File: src/rtl/keystream_sched_pkg.sv
// Shared constants and FSM encoding for the ChaCha20 keystream scheduler.
package keystream_sched_pkg;
  localparam int BLK_WORDS = 4;
  localparam int DEPTH     = 2 * BLK_WORDS;
  localparam int LVL_W     = $clog2(DEPTH + 1);
  localparam int BURST_GAP = 5;
  localparam int GAP_W     = $clog2(BURST_GAP);
  localparam int SER_W     = $clog2(BLK_WORDS + 1);
  localparam int CNT_W     = 32;
  localparam int NBLK_W    = 16;

  typedef enum logic [2:0] {
    S_IDLE,
    S_ISSUE,
    S_WAIT_CORE,
    S_WRITE,
    S_DRAIN
  } state_e;
endpackage

File: src/rtl/keystream_sched_occupancy.sv
// FIFO occupancy tracking: words pending in the serialiser, readable level,
// and the minimum spacing between block loads.
module ks_occupancy
  import keystream_sched_pkg::*;
(
  input  logic             clk_i,
  input  logic             rst_i,
  input  logic             w_en_i,
  input  logic             r_en_i,
  output logic [LVL_W-1:0] level_o,
  output logic [LVL_W-1:0] pend_o,
  output logic             space_ok_o,
  output logic             gap_zero_o
);
  logic [LVL_W-1:0] level_q, level_d, pend_q, pend_d;
  logic [SER_W-1:0] ser_q, ser_d;
  logic [GAP_W-1:0] gap_q, gap_d;
  logic             word_rdy;
  logic [LVL_W:0]   resv;

  // ser_q counts words of the latest block not yet handed to the read side;
  // one word becomes readable per cycle after the load.
  always_comb begin
    word_rdy = (ser_q != '0);
    ser_d    = ser_q;
    if (w_en_i)        ser_d = SER_W'(BLK_WORDS);
    else if (word_rdy) ser_d = ser_q - SER_W'(1);
    gap_d = gap_q;
    if (w_en_i)              gap_d = GAP_W'(BURST_GAP - 1);
    else if (gap_q != '0)    gap_d = gap_q - GAP_W'(1);
    pend_d  = pend_q + (w_en_i ? LVL_W'(BLK_WORDS) : '0) - LVL_W'(word_rdy);
    level_d = level_q + LVL_W'(word_rdy) - LVL_W'(r_en_i);
  end

  always_ff @(posedge clk_i) begin
    if (rst_i) begin
      level_q <= '0;
      pend_q  <= '0;
      ser_q   <= '0;
      gap_q   <= '0;
    end else begin
      level_q <= level_d;
      pend_q  <= pend_d;
      ser_q   <= ser_d;
      gap_q   <= gap_d;
    end
  end

  assign resv       = (LVL_W+1)'(level_q) + (LVL_W+1)'(pend_q) + (LVL_W+1)'(BLK_WORDS);
  assign space_ok_o = (resv <= (LVL_W+1)'(DEPTH));
  assign gap_zero_o = (gap_q == '0);
  assign level_o    = level_q;
  assign pend_o     = pend_q;
endmodule

File: src/rtl/keystream_sched.sv
// Message sequencer: issues ChaCha20 block requests, loads the keystream FIFO
// and grants words to the consumer without overflow or underflow.
module keystream_sched
  import keystream_sched_pkg::*;
(
  input  logic              i_clk,
  input  logic              i_rst,
  input  logic              i_start,
  input  logic [CNT_W-1:0]  i_init_cnt,
  input  logic [NBLK_W-1:0] i_nblk,
  output logic              o_core_start,
  output logic [CNT_W-1:0]  o_core_cnt,
  input  logic              i_core_done,
  output logic              o_fifo_w_en,
  input  logic              i_req,
  output logic              o_fifo_r_en,
  output logic              o_word_vld,
  output logic [LVL_W-1:0]  o_level,
  output logic              o_busy,
  output logic              o_done,
  output logic              o_err
);
  state_e            state_q, state_d;
  logic [CNT_W-1:0]  cnt_q, cnt_d, core_cnt_q, core_cnt_d;
  logic [NBLK_W-1:0] blk_q, blk_d;
  logic              done_q, done_d, err_q, err_d, vld_q;
  logic              core_start, w_en, r_en, space_ok, gap_zero, ovf;
  logic [LVL_W-1:0]  level, pend;

  // Written as init+nblk > 2^32 so that an empty message never flags.
  assign ovf = ({1'b0, i_init_cnt} + (CNT_W+1)'(i_nblk)) > {1'b1, {CNT_W{1'b0}}};

  always_comb begin
    state_d    = state_q;
    cnt_d      = cnt_q;
    blk_d      = blk_q;
    core_cnt_d = core_cnt_q;
    done_d     = 1'b0;
    err_d      = 1'b0;
    core_start = 1'b0;
    w_en       = 1'b0;
    case (state_q)
      S_IDLE: if (i_start) begin
        cnt_d = i_init_cnt;
        blk_d = i_nblk;
        if (ovf)                 err_d   = 1'b1;
        else if (i_nblk == '0)   done_d  = 1'b1;
        else                     state_d = S_ISSUE;
      end
      S_ISSUE: if (space_ok) begin
        core_start = 1'b1;
        core_cnt_d = cnt_q;
        state_d    = S_WAIT_CORE;
      end
      S_WAIT_CORE: if (i_core_done) state_d = S_WRITE;
      S_WRITE: if (gap_zero) begin
        w_en    = 1'b1;
        cnt_d   = cnt_q + CNT_W'(1);
        blk_d   = blk_q - NBLK_W'(1);
        state_d = (blk_q == NBLK_W'(1)) ? S_DRAIN : S_ISSUE;
      end
      S_DRAIN: if (level == '0 && pend == '0) begin
        done_d  = 1'b1;
        state_d = S_IDLE;
      end
      default: state_d = S_IDLE;
    endcase
  end

  always_ff @(posedge i_clk) begin
    if (i_rst) begin
      state_q    <= S_IDLE;
      cnt_q      <= '0;
      core_cnt_q <= '0;
      blk_q      <= '0;
      done_q     <= 1'b0;
      err_q      <= 1'b0;
      vld_q      <= 1'b0;
    end else begin
      state_q    <= state_d;
      cnt_q      <= cnt_d;
      core_cnt_q <= core_cnt_d;
      blk_q      <= blk_d;
      done_q     <= done_d;
      err_q      <= err_d;
      vld_q      <= r_en;
    end
  end

  ks_occupancy u_occ (
    .clk_i      (i_clk),
    .rst_i      (i_rst),
    .w_en_i     (w_en),
    .r_en_i     (r_en),
    .level_o    (level),
    .pend_o     (pend),
    .space_ok_o (space_ok),
    .gap_zero_o (gap_zero)
  );

  assign r_en         = i_req && (level != '0);
  // Counter held for the core until the next request, even after it advances.
  assign o_core_cnt   = core_start ? cnt_q : core_cnt_q;
  assign o_core_start = core_start;
  assign o_fifo_w_en  = w_en;
  assign o_fifo_r_en  = r_en;
  assign o_word_vld   = vld_q;
  assign o_level      = level;
  assign o_busy       = (state_q != S_IDLE);
  assign o_done       = done_q;
  assign o_err        = err_q;
endmodule

File: config.mk
export PLATFORM = sky130hd
export DESIGN_NAME = keystream_sched
export DESIGN_NICKNAME = d
export VERILOG_FILES = /design/src/rtl/keystream_sched_pkg.sv /design/src/rtl/keystream_sched_occupancy.sv /design/src/rtl/keystream_sched.sv
export SDC_FILE = /design/constraint.sdc
export NUM_CORES = 1
export LEC_CHECK = 0
export ABC_AREA = 1
export BUFFER_PORTS_ARGS = -buffer_cell sky130_fd_sc_hd__buf_2
export CELL_PAD_IN_SITES_DETAIL_PLACEMENT = 1
export CELL_PAD_IN_SITES_GLOBAL_PLACEMENT = 2
export CORE_ASPECT_RATIO = 0.8
export CORE_UTILIZATION = 34
export DETAILED_ROUTE_END_ITERATION = 8
export PLACE_DENSITY = 0.88
export SLEW_MARGIN = 20
export SYNTH_ARGS = -nofsm -noshare
export SYNTH_HDL_FRONTEND = slang
export SYNTH_SLANG_ARGS = --single-unit
File: constraint.sdc
create_clock -name i_clk -period 5.4 [get_ports i_clk]
set_input_delay 0.54 -clock i_clk [delete_from_list [all_inputs] [get_ports i_clk]]
set_output_delay 0.54 -clock i_clk [all_outputs]
set_load 0.005 [all_outputs]
==> results.sh, run 1 <==
export IMPL_clock_path_buffers=2
export IMPL_fraction_of_layout_cells_with_a_size_suffix_above_1_pct=14.0
export IMPL_synth_warning_count=0
export IMPL_worst_ep_arrival_time_ps=3530
export IMPL_route_detailed_drc=0
export IMPL_syn_cell_area_mm2=0.00754
export IMPL_seqPwrFrac_pct=30.0
export IMPL_share_clk_of_total_power_pct=16.0
export IMPL_worst_pin_slew_ps=914
export IMPL_relSlewSlack_pct=39.0
export IMPL_critPathLaunchType="flip-flop"
export IMPL_cts_clk_pin_slew_worst_paths_ps=70
export IMPL_clk_insertion_delay_late_ps=350
export IMPL_avgRoutedWirePerCell_um=15.8
export IMPL_dp_hpwl_mm=19.8
export IMPL_holdWs_ps=434
export IMPL_reg2reg_depth=13
export IMPL_dp_cells=1576
export IMPL_drv_max_cap_violation_count=0
export IMPL_p_switching_uw=1960
export IMPL_synth_top_cells_by_area="sky130_fd_sc_hd__dfxtp_1, sky130_fd_sc_hd__nand2_1, sky130_fd_sc_hd__inv_1"
export IMPL_cts_post_setup_buffers_inserted=0
export IMPL_dieArea_mm2=0.0228
export IMPL_timing_max_transition_violations_final=0
export IMPL_synth_xor_area_share_pct=4.53
export IMPL_switching_share_pct=44.9
export IMPL_firstDrtPassIters=4
export IMPL_r2r_start="u_occ.gap_q[0]$_SDFFE_PP0N_"
export IMPL_fp_dieH_um=135
export IMPL_totalWireLength_mm=25.1
export IMPL_ff_latch_area_mm2=0.00200
export IMPL_initial_core_util_pct=34.8
export IMPL_die_width_um=168
export IMPL_global_route_total_usage_across_every_layer_pct=22.6
export IMPL_critPathKind="reg2out"
export IMPL_grt_first_pass_wirelength_mm=40.4
export IMPL_first_global_vias=7729
export IMPL_fill_cells=2959
export IMPL_finalClockSkew_ps=13.4
export IMPL_syn_nets=1309
export IMPL_placement_rows=48
export IMPL_clock_tree_from_tritoncts="built"
export IMPL_placed_cell_area_mm2=0.00827
export IMPL_finalWeightedCongestion=0.883
export IMPL_worst_setup_path_end="o_core_cnt[21]"
export IMPL_clock_sinks=100
export IMPL_cts_resized=0
export IMPL_rsz0062_at_grt="false"
export IMPL_post_synth_num_cell_types=43
export IMPL_stdcell_area_mm2=0.00857
export IMPL_worst_endpoint_required_ps=4860
export IMPL_final_period_minus_worst_setup_slack_ps=4070
export IMPL_crit_path_end_kind="output port"
export IMPL_synth_simple_gate_area_share_pct=35.1
export IMPL_insertedDiodeCount=0
export IMPL_final_report_setup_violation_count=0
export IMPL_reg2reg_setup_slack_ps=2100
export IMPL_result_of_the_run="completed"
export IMPL_power_density_mw_per_mm2=510
export IMPL_multiInputGateArea_mm2=0.00464
export IMPL_p_comb_share_pct=54.1
export IMPL_leakage_uw=0.00450
export IMPL_synthDominantCellAreaShare_pct=26.6
export IMPL_antenna_left=0
export IMPL_vias=7844
export IMPL_holdCritPathClass="in2reg"
export IMPL_critPathMaxFanout=33
export IMPL_finalHoldViolations=0
export IMPL_worstSetupStartpoint="u_occ.level_o[1]$_SDFF_PP0_"
export IMPL_max_clock_freq_mhz=246
export IMPL_post_synth_mux_area_share_pct=0
export IMPL_htreeDepth=3
export IMPL_seq_area_frac_synth_pct=26.6
export IMPL_synth_compound_gate_area_share_pct=14.6
export IMPL_synth_adder_area_share_pct=7.37
export IMPL_dr_first_iter_drc_count=348
export IMPL_grt_max_degree=71
export IMPL_numCtsBuffers=9
export IMPL_cts_hold_buffers=0
export IMPL_sum_neg_setup_slack_ps=0
export IMPL_fin_cells=1590
export IMPL_ys_seq_elements=100
export IMPL_synthesis_area_per_instance_um2=6.21
export IMPL_grt_overflow=0
export IMPL_core_area_mm2=0.0217
export IMPL_layout_worst_path_cycle_share_pct=75.3
export IMPL_worstReg2RegEnd="cnt_q[18]$_SDFFE_PP0P_"
export IMPL_vdd_ir_drop_worst_mv=0.246
export IMPL_flow_area_growth_from_synthesis_pct=13.7
export IMPL_drt_vias_per_instance=4.93
export IMPL_io_pin_count=96
export IMPL_synth_largest_area_cell="sky130_fd_sc_hd__dfxtp_1"
export IMPL_nets=1382
export IMPL_antenna_found_initial=0
export IMPL_cts_root_buf="sky130_fd_sc_hd__clkbuf_16"
export IMPL_synth_top_family_by_area="simple AND/OR/NAND/NOR gates"
export IMPL_fin_util_pct=39.5
export IMPL_syn_instance_count=1214
export IMPL_cellInternalPower_uw=2410
export IMPL_io_buffer_count=95
[cell usage after synthesis]
cell type and count:
sky130_fd_sc_hd__a211oi_1 5, sky130_fd_sc_hd__a21oi_1 83, sky130_fd_sc_hd__a21oi_2 3, sky130_fd_sc_hd__a221oi_1 8, sky130_fd_sc_hd__a311oi_1 1, sky130_fd_sc_hd__a31oi_1 4, sky130_fd_sc_hd__and2_4 1, sky130_fd_sc_hd__and3_1 2
sky130_fd_sc_hd__buf_1 3, sky130_fd_sc_hd__buf_2 8, sky130_fd_sc_hd__clkbuf_1 25, sky130_fd_sc_hd__clkbuf_2 1, sky130_fd_sc_hd__clkbuf_4 1, sky130_fd_sc_hd__dfxtp_1 100, sky130_fd_sc_hd__fa_1 4, sky130_fd_sc_hd__ha_1 38
sky130_fd_sc_hd__inv_1 191, sky130_fd_sc_hd__inv_2 5, sky130_fd_sc_hd__nand2_1 285, sky130_fd_sc_hd__nand2_2 2, sky130_fd_sc_hd__nand2_4 1, sky130_fd_sc_hd__nand3_1 65, sky130_fd_sc_hd__nand3_2 4, sky130_fd_sc_hd__nand3b_1 3
sky130_fd_sc_hd__nand4_1 17, sky130_fd_sc_hd__nand4_4 1, sky130_fd_sc_hd__nor2_1 146, sky130_fd_sc_hd__nor2_2 5, sky130_fd_sc_hd__nor2_4 2, sky130_fd_sc_hd__nor3_1 15, sky130_fd_sc_hd__nor3_2 3, sky130_fd_sc_hd__nor3_4 3
sky130_fd_sc_hd__nor4_1 4, sky130_fd_sc_hd__o2111a_1 1, sky130_fd_sc_hd__o211ai_1 5, sky130_fd_sc_hd__o21ai_0 63, sky130_fd_sc_hd__o21ai_1 28, sky130_fd_sc_hd__o221ai_1 1, sky130_fd_sc_hd__o22ai_1 1, sky130_fd_sc_hd__or2_1 1
sky130_fd_sc_hd__or2_2 36, sky130_fd_sc_hd__xnor2_1 14, sky130_fd_sc_hd__xor2_1 25
[logic make-up (layout without fill, tap and decap cells)]
| logic type | Yosys count | after routing |
|---|---|---|
| and+or+nand+nor | 596 | 596 |
| buffers and inverters | 234 | 310 |
| AOI/OAI and AO/OA | 203 | 203 |
| DFF | 100 | 100 |
| adders and majority gates | 42 | 42 |
| xor gates and xnor gates | 39 | 39 |
[power by group through the flow]
| stage | clock network (uW) | logic (uW) | registers, uW |
|---|---|---|---|
| global placement | 0 | 2280 | 1330 |
| finish | 698 | 2360 | 1310 |
| CTS | 716 | 2390 | 1320 |
| detailed placement | 0 | 2370 | 1330 |
| floorplan | 0 | 1690 | 1230 |
| global route | 745 | 2720 | 1360 |
[metal layers]
metal	up-vias	GRT usage (%)	wire [um]	share of wire, %
li1	4000	-	-	-
met1	3720	31.4	13000	52
met2	107	37.3	11200	45
met3	17	3.18	652	2.6
met4	0	4.49	259	1.0
met5	-	0	0	0
[flip-flops by register name, summed over array words and instances, names as in the netlist]
register	cells
u_occ.ser_q	3
o_err	1
core_cnt_q	32
u_occ.level_o	4
o_done	1
blk_q	16
o_word_vld	1
u_occ.pend_o	4
state_q	3
u_occ.gap_q	3
cnt_q	32
[worst max-delay path: stages (launching register included)]
cell,delay [ps]
sky130_fd_sc_hd__dfxtp_1,370
sky130_fd_sc_hd__ha_1,320
sky130_fd_sc_hd__ha_1,150
sky130_fd_sc_hd__inv_1,60
sky130_fd_sc_hd__fa_1,390
sky130_fd_sc_hd__xnor2_1,250
sky130_fd_sc_hd__nand3_1,110
sky130_fd_sc_hd__a21oi_1,220
sky130_fd_sc_hd__nand2_1,100
sky130_fd_sc_hd__inv_1,660
sky130_fd_sc_hd__or2_2,240
sky130_fd_sc_hd__o21ai_0,110
sky130_fd_sc_hd__inv_1,80
sky130_fd_sc_hd__buf_2,120
[cell type report]
class | instances | area share, %
multi-input combinational | 880 | 54.1
clock inverter | 5 | 0.919
inverter | 196 | 8.60
tap | 300 | 4.38
clock buffer | 9 | 2.63
timing repair buffer | 100 | 5.98
sequential | 100 | 23.4
[layout by cell type, fill, tap and decap left out, types with 15 or more instances in the layout]
master                    synthesis  routed
sky130_fd_sc_hd__inv_1          191     191
sky130_fd_sc_hd__nand4_1         17      17
sky130_fd_sc_hd__ha_1            38      38
sky130_fd_sc_hd__nor3_1          15      15
sky130_fd_sc_hd__o21ai_1         28      28
sky130_fd_sc_hd__o21ai_0         63      63
sky130_fd_sc_hd__nand2_1        285     285
sky130_fd_sc_hd__dfxtp_1        100     100
sky130_fd_sc_hd__nor2_1         146     146
sky130_fd_sc_hd__xor2_1          25      25
sky130_fd_sc_hd__or2_2           36      36
sky130_fd_sc_hd__a21oi_1         83      83
sky130_fd_sc_hd__buf_2            8      95
sky130_fd_sc_hd__nand3_1         65      65
[through the flow]
stage	setup slack [ps]	power, uW
2_1_floorplan	2530	2920
3_3_place_gp	1920	3610
3_5_place_dp	1740	3700
4_1_cts	1300	4420
5_1_grt	1020	4820
6_report	1330	4370
[how the worst min path moves through the flow]
stage,from,endpoint,cells past startpoint
6_report,i_req,o_word_vld$_SDFF_PP0_,3
2_1_floorplan,u_occ.gap_q[1]$_SDFFE_PP0N_,u_occ.gap_q[1]$_SDFFE_PP0N_,2
5_1_grt,i_req,o_word_vld$_SDFF_PP0_,3
3_3_place_gp,u_occ.gap_q[1]$_SDFFE_PP0N_,u_occ.gap_q[1]$_SDFFE_PP0N_,2
3_5_place_dp,u_occ.gap_q[1]$_SDFFE_PP0N_,u_occ.gap_q[1]$_SDFFE_PP0N_,2
4_1_cts,i_req,o_word_vld$_SDFF_PP0_,3
(Power assumes the default switching activity.)
==> inputs of run 2 (changes only) <==
--- a/config.mk
+++ b/config.mk
@@ -5,14 +5,14 @@
 export SDC_FILE = /design/constraint.sdc
 export NUM_CORES = 1
 export LEC_CHECK = 0
-export ABC_AREA = 1
+export ABC_AREA = 0
 export BUFFER_PORTS_ARGS = -buffer_cell sky130_fd_sc_hd__buf_2
 export CELL_PAD_IN_SITES_DETAIL_PLACEMENT = 1
 export CELL_PAD_IN_SITES_GLOBAL_PLACEMENT = 2
 export CORE_ASPECT_RATIO = 0.8
 export CORE_UTILIZATION = 34
 export DETAILED_ROUTE_END_ITERATION = 8
-export PLACE_DENSITY = 0.88
+export PLACE_DENSITY = 0.83
 export SLEW_MARGIN = 20
 export SYNTH_ARGS = -nofsm -noshare
 export SYNTH_HDL_FRONTEND = slang
==> constraint.sdc (replaced) <==
create_clock -name i_clk -period 4 [get_ports i_clk]
set_input_delay 0.4 -clock i_clk [delete_from_list [all_inputs] [get_ports i_clk]]
set_output_delay 0.4 -clock i_clk [all_outputs]
set_load 0.005 [all_outputs]
==> run 2 against run 1 <==
  * Die area shrank 5.2%
  * Largest cell class unchanged
  * First-iteration DRC count rose by 64%
  * Critical path type unchanged
  * Utilization down 0.20 points
  * Sequential power rose by 11%
  * Critical path depth is 1 lower
==> results.sh, run 2 <==
export IMPL_result_of_the_run="completed"
export IMPL_flow_area_growth_from_synthesis_pct=13.8
export IMPL_synth_warning_count=0
export IMPL_cp_buffers_inverters=4
export IMPL_clock_sinks=100
export IMPL_first_global_vias=7170
export IMPL_cts_root_buf="sky130_fd_sc_hd__clkbuf_16"
export IMPL_grt_max_degree=71
export IMPL_largestRegisters="cnt_q x32, core_cnt_q x32, blk_q x16"
export IMPL_finalWeightedCongestion=0.880
export IMPL_max_clock_freq_mhz=277
export IMPL_reg2reg_depth=9
export IMPL_synth_simple_gate_area_share_pct=26.2
export IMPL_vias=7294
export IMPL_core_area_mm2=0.0206
export IMPL_clock_tree_from_tritoncts="built"
export IMPL_most_common_layout_cells="sky130_fd_sc_hd__dfxtp_1, sky130_fd_sc_hd__buf_2, sky130_fd_sc_hd__nor2_1"
export IMPL_dieArea_mm2=0.0216
export IMPL_leakage_uw=0.00336
export IMPL_placed_cell_area_mm2=0.00784
export IMPL_synth_top_family_by_area="simple AND/OR/NAND/NOR gates"
export IMPL_post_synth_mux_area_share_pct=6.24
export IMPL_antenna_found_initial=1
export IMPL_synth_top_cells_by_area="sky130_fd_sc_hd__dfxtp_1, sky130_fd_sc_hd__ha_1, sky130_fd_sc_hd__mux2_2"
export IMPL_crit_path_top_delay_cell="sky130_fd_sc_hd__mux2_2"
export IMPL_synthesis_area_per_instance_um2=7.72
export IMPL_initial_core_util_pct=34.6
export IMPL_total_power_uw=4330
export IMPL_ff_latch_area_mm2=0.00200
export IMPL_finalClockSkew_ps=11.3
export IMPL_synth_most_common_cell="sky130_fd_sc_hd__dfxtp_1"
export IMPL_fraction_of_layout_cells_with_a_size_suffix_above_1_pct=17.4
export IMPL_final_report_setup_violation_count=0
export IMPL_syn_nets=1019
export IMPL_worstReg2RegEnd="cnt_q[28]$_SDFFE_PP0P_"
export IMPL_clock_path_buffers=2
export IMPL_totalWireLength_mm=24.6
export IMPL_cts_hold_buffers=0
export IMPL_critPathKind="reg2out"
export IMPL_worst_pin_slew_ps=844
export IMPL_r2r_start="cnt_q[0]$_SDFFE_PP0P_"
export IMPL_drt_vias_per_instance=5.81
export IMPL_fill_cells=2571
export IMPL_synth_common_cells="sky130_fd_sc_hd__dfxtp_1, sky130_fd_sc_hd__nor2_1, sky130_fd_sc_hd__nand2_1"
export IMPL_layout_worst_path_cycle_share_pct=90.3
export IMPL_worst_setup_path_end="o_core_cnt[11]"
export IMPL_reg2reg_setup_slack_ps=870
export IMPL_mostFrequentLayoutCell="sky130_fd_sc_hd__dfxtp_1"
export IMPL_seq_area_frac_synth_pct=28.1
export IMPL_critical_path_top_delay_family="buffers and inverters"
export IMPL_dominantRegCellSynth="sky130_fd_sc_hd__dfxtp_1"
export IMPL_crit_chain="inv_1, ha_1, inv_1, ha_1, a21o_1, a21oi_1, xnor2_1, nor2_1, and4b_1, buf_4, mux2_2, buf_2"
export IMPL_critPathLaunchType="flip-flop"
export IMPL_p_comb_share_pct=46.3
export IMPL_finalHoldViolations=0
export IMPL_htreeDepth=3
export IMPL_synth_largest_area_cell="sky130_fd_sc_hd__dfxtp_1"
export IMPL_power_density_mw_per_mm2=534
export IMPL_syn_cell_area_mm2=0.00714
export IMPL_nets=1077
export IMPL_drv_max_cap_violation_count=0
export IMPL_dr_first_iter_drc_count=570
export IMPL_final_period_minus_worst_setup_slack_ps=3610
export IMPL_worstSetupStartpoint="u_occ.level_o[2]$_SDFF_PP0_"
export IMPL_cellInternalPower_uw=2550
export IMPL_route_detailed_drc=0
export IMPL_grt_overflow=0
export IMPL_count_of_flip_flops_with_a_built_in_enable_after_synthesis=0
export IMPL_holdCritPathClass="in2reg"
export IMPL_stdcell_area_mm2=0.00812
export IMPL_synthDominantCellAreaShare_pct=28.1
export IMPL_insertedDiodeCount=0
export IMPL_vdd_ir_drop_worst_mv=0.232
export IMPL_timing_critical_path_depth=12
export IMPL_worst_ep_arrival_time_ps=3210
export IMPL_avgRoutedWirePerCell_um=19.6
export IMPL_grt_first_pass_wirelength_mm=40.1
export IMPL_critPathMaxFanout=33
export IMPL_synth_compound_gate_area_share_pct=25.1
export IMPL_crit_path_end_kind="output port"
export IMPL_switching_share_pct=41.2
export IMPL_seqPwrFrac_pct=33.4
export IMPL_firstDrtPassIters=5
export IMPL_worst_endpoint_required_ps=3600
export IMPL_rsz0062_at_grt="false"
export IMPL_clk_insertion_delay_late_ps=360
export IMPL_cts_resized=0
export IMPL_cts_clk_pin_slew_worst_paths_ps=80
export IMPL_dp_cells=1240
export IMPL_p_switching_uw=1780
export IMPL_cpPeakStageDelay_ps=420
export IMPL_dp_hpwl_mm=18.4
export IMPL_io_pin_count=96
export IMPL_share_clk_of_total_power_pct=20.4
export IMPL_global_route_total_usage_across_every_layer_pct=23.7
export IMPL_syn_instance_count=924
export IMPL_timing_max_transition_violations_final=0
export IMPL_synth_adder_area_share_pct=7.78
export IMPL_multiInputGateArea_mm2=0.00477
export IMPL_placement_rows=47
export IMPL_numCtsBuffers=9
export IMPL_antenna_left=0
export IMPL_cts_post_setup_buffers_inserted=0
export IMPL_ys_seq_elements=100
export IMPL_sum_neg_setup_slack_ps=0
export IMPL_relSlewSlack_pct=43.7
export IMPL_fin_cells=1256
export IMPL_die_width_um=164
export IMPL_post_synth_num_cell_types=77
export IMPL_io_buffer_count=95
export IMPL_synth_async_reset_ratio_pct=0
export IMPL_fp_dieH_um=132
export IMPL_synth_xor_area_share_pct=1.47
==> run 2: per-stage QoR <==
| stage | util [%] | worst slack [ps] | hold slack [ps] |
|---|---|---|---|
| after floorplan | - | 739 | 442 |
| after global placement | 38.0 | 425 | 464 |
| after detailed placement | 38.0 | 255 | 480 |
| after CTS | 39.3 | 336 | 303 |
| after global routing | 39.3 | 195 | 337 |
| final | 39.3 | 389 | 323 |
==> run 2: kinds of logic (layout without fill, tap and decap cells) <==
kind of cell | count (synthesis) | in the layout
buf+inv | 96 | 159
compound gates | 266 | 266
xor+xnor | 12 | 12
mux | 39 | 39
flops | 100 | 100
fa+ha+maj | 42 | 42
simple gates | 369 | 369
==> run 2: worst min-delay path: stages <==
cell and delay, ps:
sky130_fd_sc_hd__buf_2 110, sky130_fd_sc_hd__nand3_1 60, sky130_fd_sc_hd__a21oi_1 60
==> run 2: how the worst min path moves through the flow <==
stage	start	endpoint	slack, ps	depth (start not counted)
floorplan	u_occ.gap_q[2]$_SDFFE_PP0P_	u_occ.gap_q[2]$_SDFFE_PP0P_	440	1
global placement	u_occ.gap_q[0]$_SDFFE_PP0N_	u_occ.gap_q[0]$_SDFFE_PP0N_	460	2
detailed placement	u_occ.gap_q[0]$_SDFFE_PP0N_	u_occ.gap_q[0]$_SDFFE_PP0N_	480	2
CTS	i_init_cnt[0]	cnt_q[0]$_SDFFE_PP0P_	300	3
global route	i_init_cnt[0]	cnt_q[0]$_SDFFE_PP0P_	340	3
finish	i_init_cnt[0]	cnt_q[0]$_SDFFE_PP0P_	320	3
==> run 2: power groups by stage <==
stage / registers (uW) / logic (uW) / clock network [uW]
floorplan: 1390 / 1450 / 0
global placement: 1460 / 1950 / 0
detailed placement: 1470 / 2010 / 0
CTS: 1450 / 2020 / 910
global route: 1480 / 2270 / 949
finish: 1450 / 2010 / 883
==> run 2: final cells by class <==
type	instances	share of cell area, %
clock inverter	4	0.370
tap	269	4.14
sequential	100	24.6
multi-input combinational	728	58.8
inverter	34	1.57
clock buffer	12	3.16
timing repair buffer	109	7.33
==> run 2: per-layer routing <==
layer | global-route usage, % | share of wire (%) | vias to the layer above
li1 | - | - | 3514
met1 | 35.1 | 51 | 3587
met2 | 35.8 | 43 | 172
met3 | 3.41 | 4.6 | 21
met4 | 5.04 | 1.2 | 0
met5 | 0 | 0 | -
==> inputs of run 3 (changes only) <==
--- a/config.mk
+++ b/config.mk
@@ -16,4 +16,5 @@
 export SLEW_MARGIN = 20
 export SYNTH_ARGS = -nofsm -noshare
 export SYNTH_HDL_FRONTEND = slang
+export SYNTH_HIERARCHICAL = 1
 export SYNTH_SLANG_ARGS = --single-unit
==> run 3 against run 2 <==
  * Worst hold slack worse by 9.6 ps
  * Critical path depth is 2 lower
  * Die area decreased by 1.7%
  * Flip-flop and latch count stayed put
  * Sequential share of layout area up 0.11 points
  * Wire length decreased by 1.6%
  * Combinational power is 14% higher
  * Register-to-register slack got worse by 20 ps
  * Sequential power is 4% higher
  * Via count shrank 3.8%
  * Utilization up 1.0 points
  * Critical path type unchanged
==> results.sh, run 3 <==
export IMPL_grt_first_pass_wirelength_mm=37.8
export IMPL_cts_clk_pin_slew_worst_paths_ps=70
export IMPL_largestRegisters="cnt_q x32, core_cnt_q x32, blk_q x16"
export IMPL_die_width_um=163
export IMPL_count_of_flip_flops_with_a_built_in_enable_after_synthesis=0
export IMPL_share_clk_of_total_power_pct=20.0
export IMPL_synth_common_cells="sky130_fd_sc_hd__dfxtp_1, sky130_fd_sc_hd__nor2_1, sky130_fd_sc_hd__a21oi_1"
export IMPL_numCtsBuffers=9
export IMPL_firstDrtPassIters=7
export IMPL_drv_max_cap_violation_count=0
export IMPL_critPathMaxFanout=32
export IMPL_synth_simple_gate_area_share_pct=26.2
export IMPL_max_clock_freq_mhz=267
export IMPL_switching_share_pct=41.2
export IMPL_fin_cells=1241
export IMPL_synth_warning_count=6
export IMPL_power_density_mw_per_mm2=586
export IMPL_timing_max_transition_violations_final=0
export IMPL_critPathLaunchType="flip-flop"
export IMPL_seqPwrFrac_pct=31.8
export IMPL_totalWireLength_mm=24.2
export IMPL_p_comb_share_pct=48.2
export IMPL_synth_adder_area_share_pct=7.92
export IMPL_dp_hpwl_mm=18.2
export IMPL_fill_cells=2498
export IMPL_synth_most_common_cell="sky130_fd_sc_hd__dfxtp_1"
export IMPL_dr_first_iter_drc_count=428
export IMPL_cts_hold_buffers=0
export IMPL_avgRoutedWirePerCell_um=19.5
export IMPL_final_report_setup_violation_count=0
export IMPL_layout_worst_path_cycle_share_pct=93.6
export IMPL_clock_tree_from_tritoncts="built"
export IMPL_syn_nets=1000
export IMPL_io_buffer_count=95
export IMPL_finalWeightedCongestion=0.942
export IMPL_dieArea_mm2=0.0212
export IMPL_most_common_layout_cells="sky130_fd_sc_hd__dfxtp_1, sky130_fd_sc_hd__buf_2, sky130_fd_sc_hd__nor2_1"
export IMPL_vdd_ir_drop_worst_mv=0.235
export IMPL_worst_ep_arrival_time_ps=3340
export IMPL_io_pin_count=96
export IMPL_critPathKind="reg2out"
export IMPL_holdCritPathClass="in2reg"
export IMPL_fraction_of_layout_cells_with_a_size_suffix_above_1_pct=19.4
export IMPL_synth_largest_area_cell="sky130_fd_sc_hd__dfxtp_1"
export IMPL_clock_path_buffers=2
export IMPL_seq_area_frac_synth_pct=28.5
export IMPL_post_synth_mux_area_share_pct=6.87
export IMPL_synthesis_area_per_instance_um2=7.75
export IMPL_synth_xor_area_share_pct=1.50
export IMPL_grt_overflow=0
export IMPL_core_area_mm2=0.0200
export IMPL_final_period_minus_worst_setup_slack_ps=3740
export IMPL_htreeDepth=3
export IMPL_cts_root_buf="sky130_fd_sc_hd__clkbuf_16"
export IMPL_fp_dieH_um=130
export IMPL_synth_top_family_by_area="simple AND/OR/NAND/NOR gates"
export IMPL_ys_seq_elements=100
export IMPL_result_of_the_run="completed"
export IMPL_dominantRegCellSynth="sky130_fd_sc_hd__dfxtp_1"
export IMPL_total_power_uw=4740
export IMPL_nets=1068
export IMPL_insertedDiodeCount=0
export IMPL_synth_async_reset_ratio_pct=0
export IMPL_global_route_total_usage_across_every_layer_pct=23.1
export IMPL_drt_vias_per_instance=5.66
export IMPL_rsz0062_at_grt="false"
export IMPL_clk_insertion_delay_late_ps=360
export IMPL_finalClockSkew_ps=11.8
export IMPL_worst_pin_slew_ps=1000
export IMPL_placement_rows=46
export IMPL_initial_core_util_pct=35.0
export IMPL_antenna_left=0
export IMPL_syn_cell_area_mm2=0.00702
export IMPL_dp_cells=1223
export IMPL_mostFrequentLayoutCell="sky130_fd_sc_hd__dfxtp_1"
export IMPL_grt_max_degree=72
export IMPL_first_global_vias=6574
export IMPL_crit_path_end_kind="output port"
export IMPL_route_detailed_drc=0
export IMPL_vias=7019
export IMPL_synth_compound_gate_area_share_pct=24.0
export IMPL_synthDominantCellAreaShare_pct=28.5
export IMPL_p_switching_uw=1950
export IMPL_synth_top_cells_by_area="sky130_fd_sc_hd__dfxtp_1, sky130_fd_sc_hd__ha_1, sky130_fd_sc_hd__a21oi_1"
export IMPL_cellInternalPower_uw=2790
export IMPL_clock_sinks=100
export IMPL_relSlewSlack_pct=32.6
export IMPL_post_synth_num_cell_types=80
export IMPL_worst_endpoint_required_ps=3600
export IMPL_flow_area_growth_from_synthesis_pct=15.2
export IMPL_finalHoldViolations=0
export IMPL_antenna_found_initial=0
export IMPL_leakage_uw=0.00327
export IMPL_syn_instance_count=905
export IMPL_holdWs_ps=314
export IMPL_sum_neg_setup_slack_ps=0
## run 3: cell count changes after synthesis, sizes merged, moves of 7 or more
cell / before / now
o21ai: 49 / 69
a22oi: 18 / 10
a31oi: 9 / 2
nand3: 39 / 30
nor4: 11 / 18
a21oi: 68 / 86
clkbuf: 50 / 40
## run 3: metrics by stage
step                      area [um^2]  utilization (%)  setup WS, ps
final                            8090             40.4           257
after CTS                        8060             40.2          74.2
after global routing             8090             40.4          31.6
after detailed placement         7730             38.6          10.6
after global placement           7730             38.6          8.76
after floorplan                  7020                -           322
## run 3: worst paths after layout
kind	start	to	slack, ps	cells after the start
worst max-delay path	u_occ/level_o[1]$_SDFF_PP0_	o_core_cnt[27]	260	10
worst min-delay path	i_init_cnt[0]	cnt_q[0]$_SDFFE_PP0P_	310	3
worst max register to register	u_occ/level_o[1]$_SDFF_PP0_	state_q[1]$_SDFFE_PP0P_	850	12
worst min register to register	blk_q[11]$_SDFFE_PP0P_	blk_q[11]$_SDFFE_PP0P_	500	2
## run 3: logic make-up (layout without fill, tap and decap cells)
kind of cell | after synthesis | count (layout)
AOI/OAI and AO/OA | 262 | 262
buffers and inverters | 86 | 158
and+or+nand+nor | 361 | 361
xor gates and xnor gates | 12 | 12
DFF | 100 | 100
adders and majority gates | 42 | 42
muxes | 42 | 42
## run 3: area by class of cell
cell class | count | area, um^2 | area share, %
clock buffer | 9 | 225 | 2.79
inverter | 33 | 124 | 1.53
sequential | 100 | 2000 | 24.8
multi-input combinational | 719 | 4700 | 58.1
clock inverter | 6 | 88.8 | 1.10
timing repair buffer | 110 | 616 | 7.61
tap | 264 | 330 | 4.09
## run 3: routing by layer
layer  share of wire [%]  vias to the layer above  global-route usage [%]
li1                    -                     3443                       -
met1                  51                     3389                    33.3
met2                  43                      173                    35.4
met3                 5.4                       14                    4.70
met4                0.99                        0                    4.51
met5                   0                        -                       0
## run 3: power by group through the flow
| stage | logic, uW | clock network (uW) | registers [uW] |
|---|---|---|---|
| 2_1_floorplan | 1590 | 0 | 1420 |
| 3_3_place_gp | 2180 | 0 | 1520 |
| 3_5_place_dp | 2230 | 0 | 1530 |
| 4_1_cts | 2260 | 979 | 1510 |
| 5_1_grt | 2550 | 1030 | 1550 |
| 6_report | 2290 | 948 | 1510 |
## run 3: repair_timing
item,in CTS,in global routing
setup endpoints to repair,30,30
gates resized for setup,1,1
setup buffers,0,3
## run 3: critical path: stages, from the launching register on
cell and delay (ps):
sky130_fd_sc_hd__dfxtp_1 410, sky130_fd_sc_hd__ha_1 260, sky130_fd_sc_hd__ha_1 230, sky130_fd_sc_hd__fa_1 450, sky130_fd_sc_hd__nor3_1 190, sky130_fd_sc_hd__o32ai_1 100
sky130_fd_sc_hd__nor3_2 260, sky130_fd_sc_hd__nor4b_4 310, sky130_fd_sc_hd__buf_12 260, sky130_fd_sc_hd__mux2_2 370, sky130_fd_sc_hd__buf_2 130
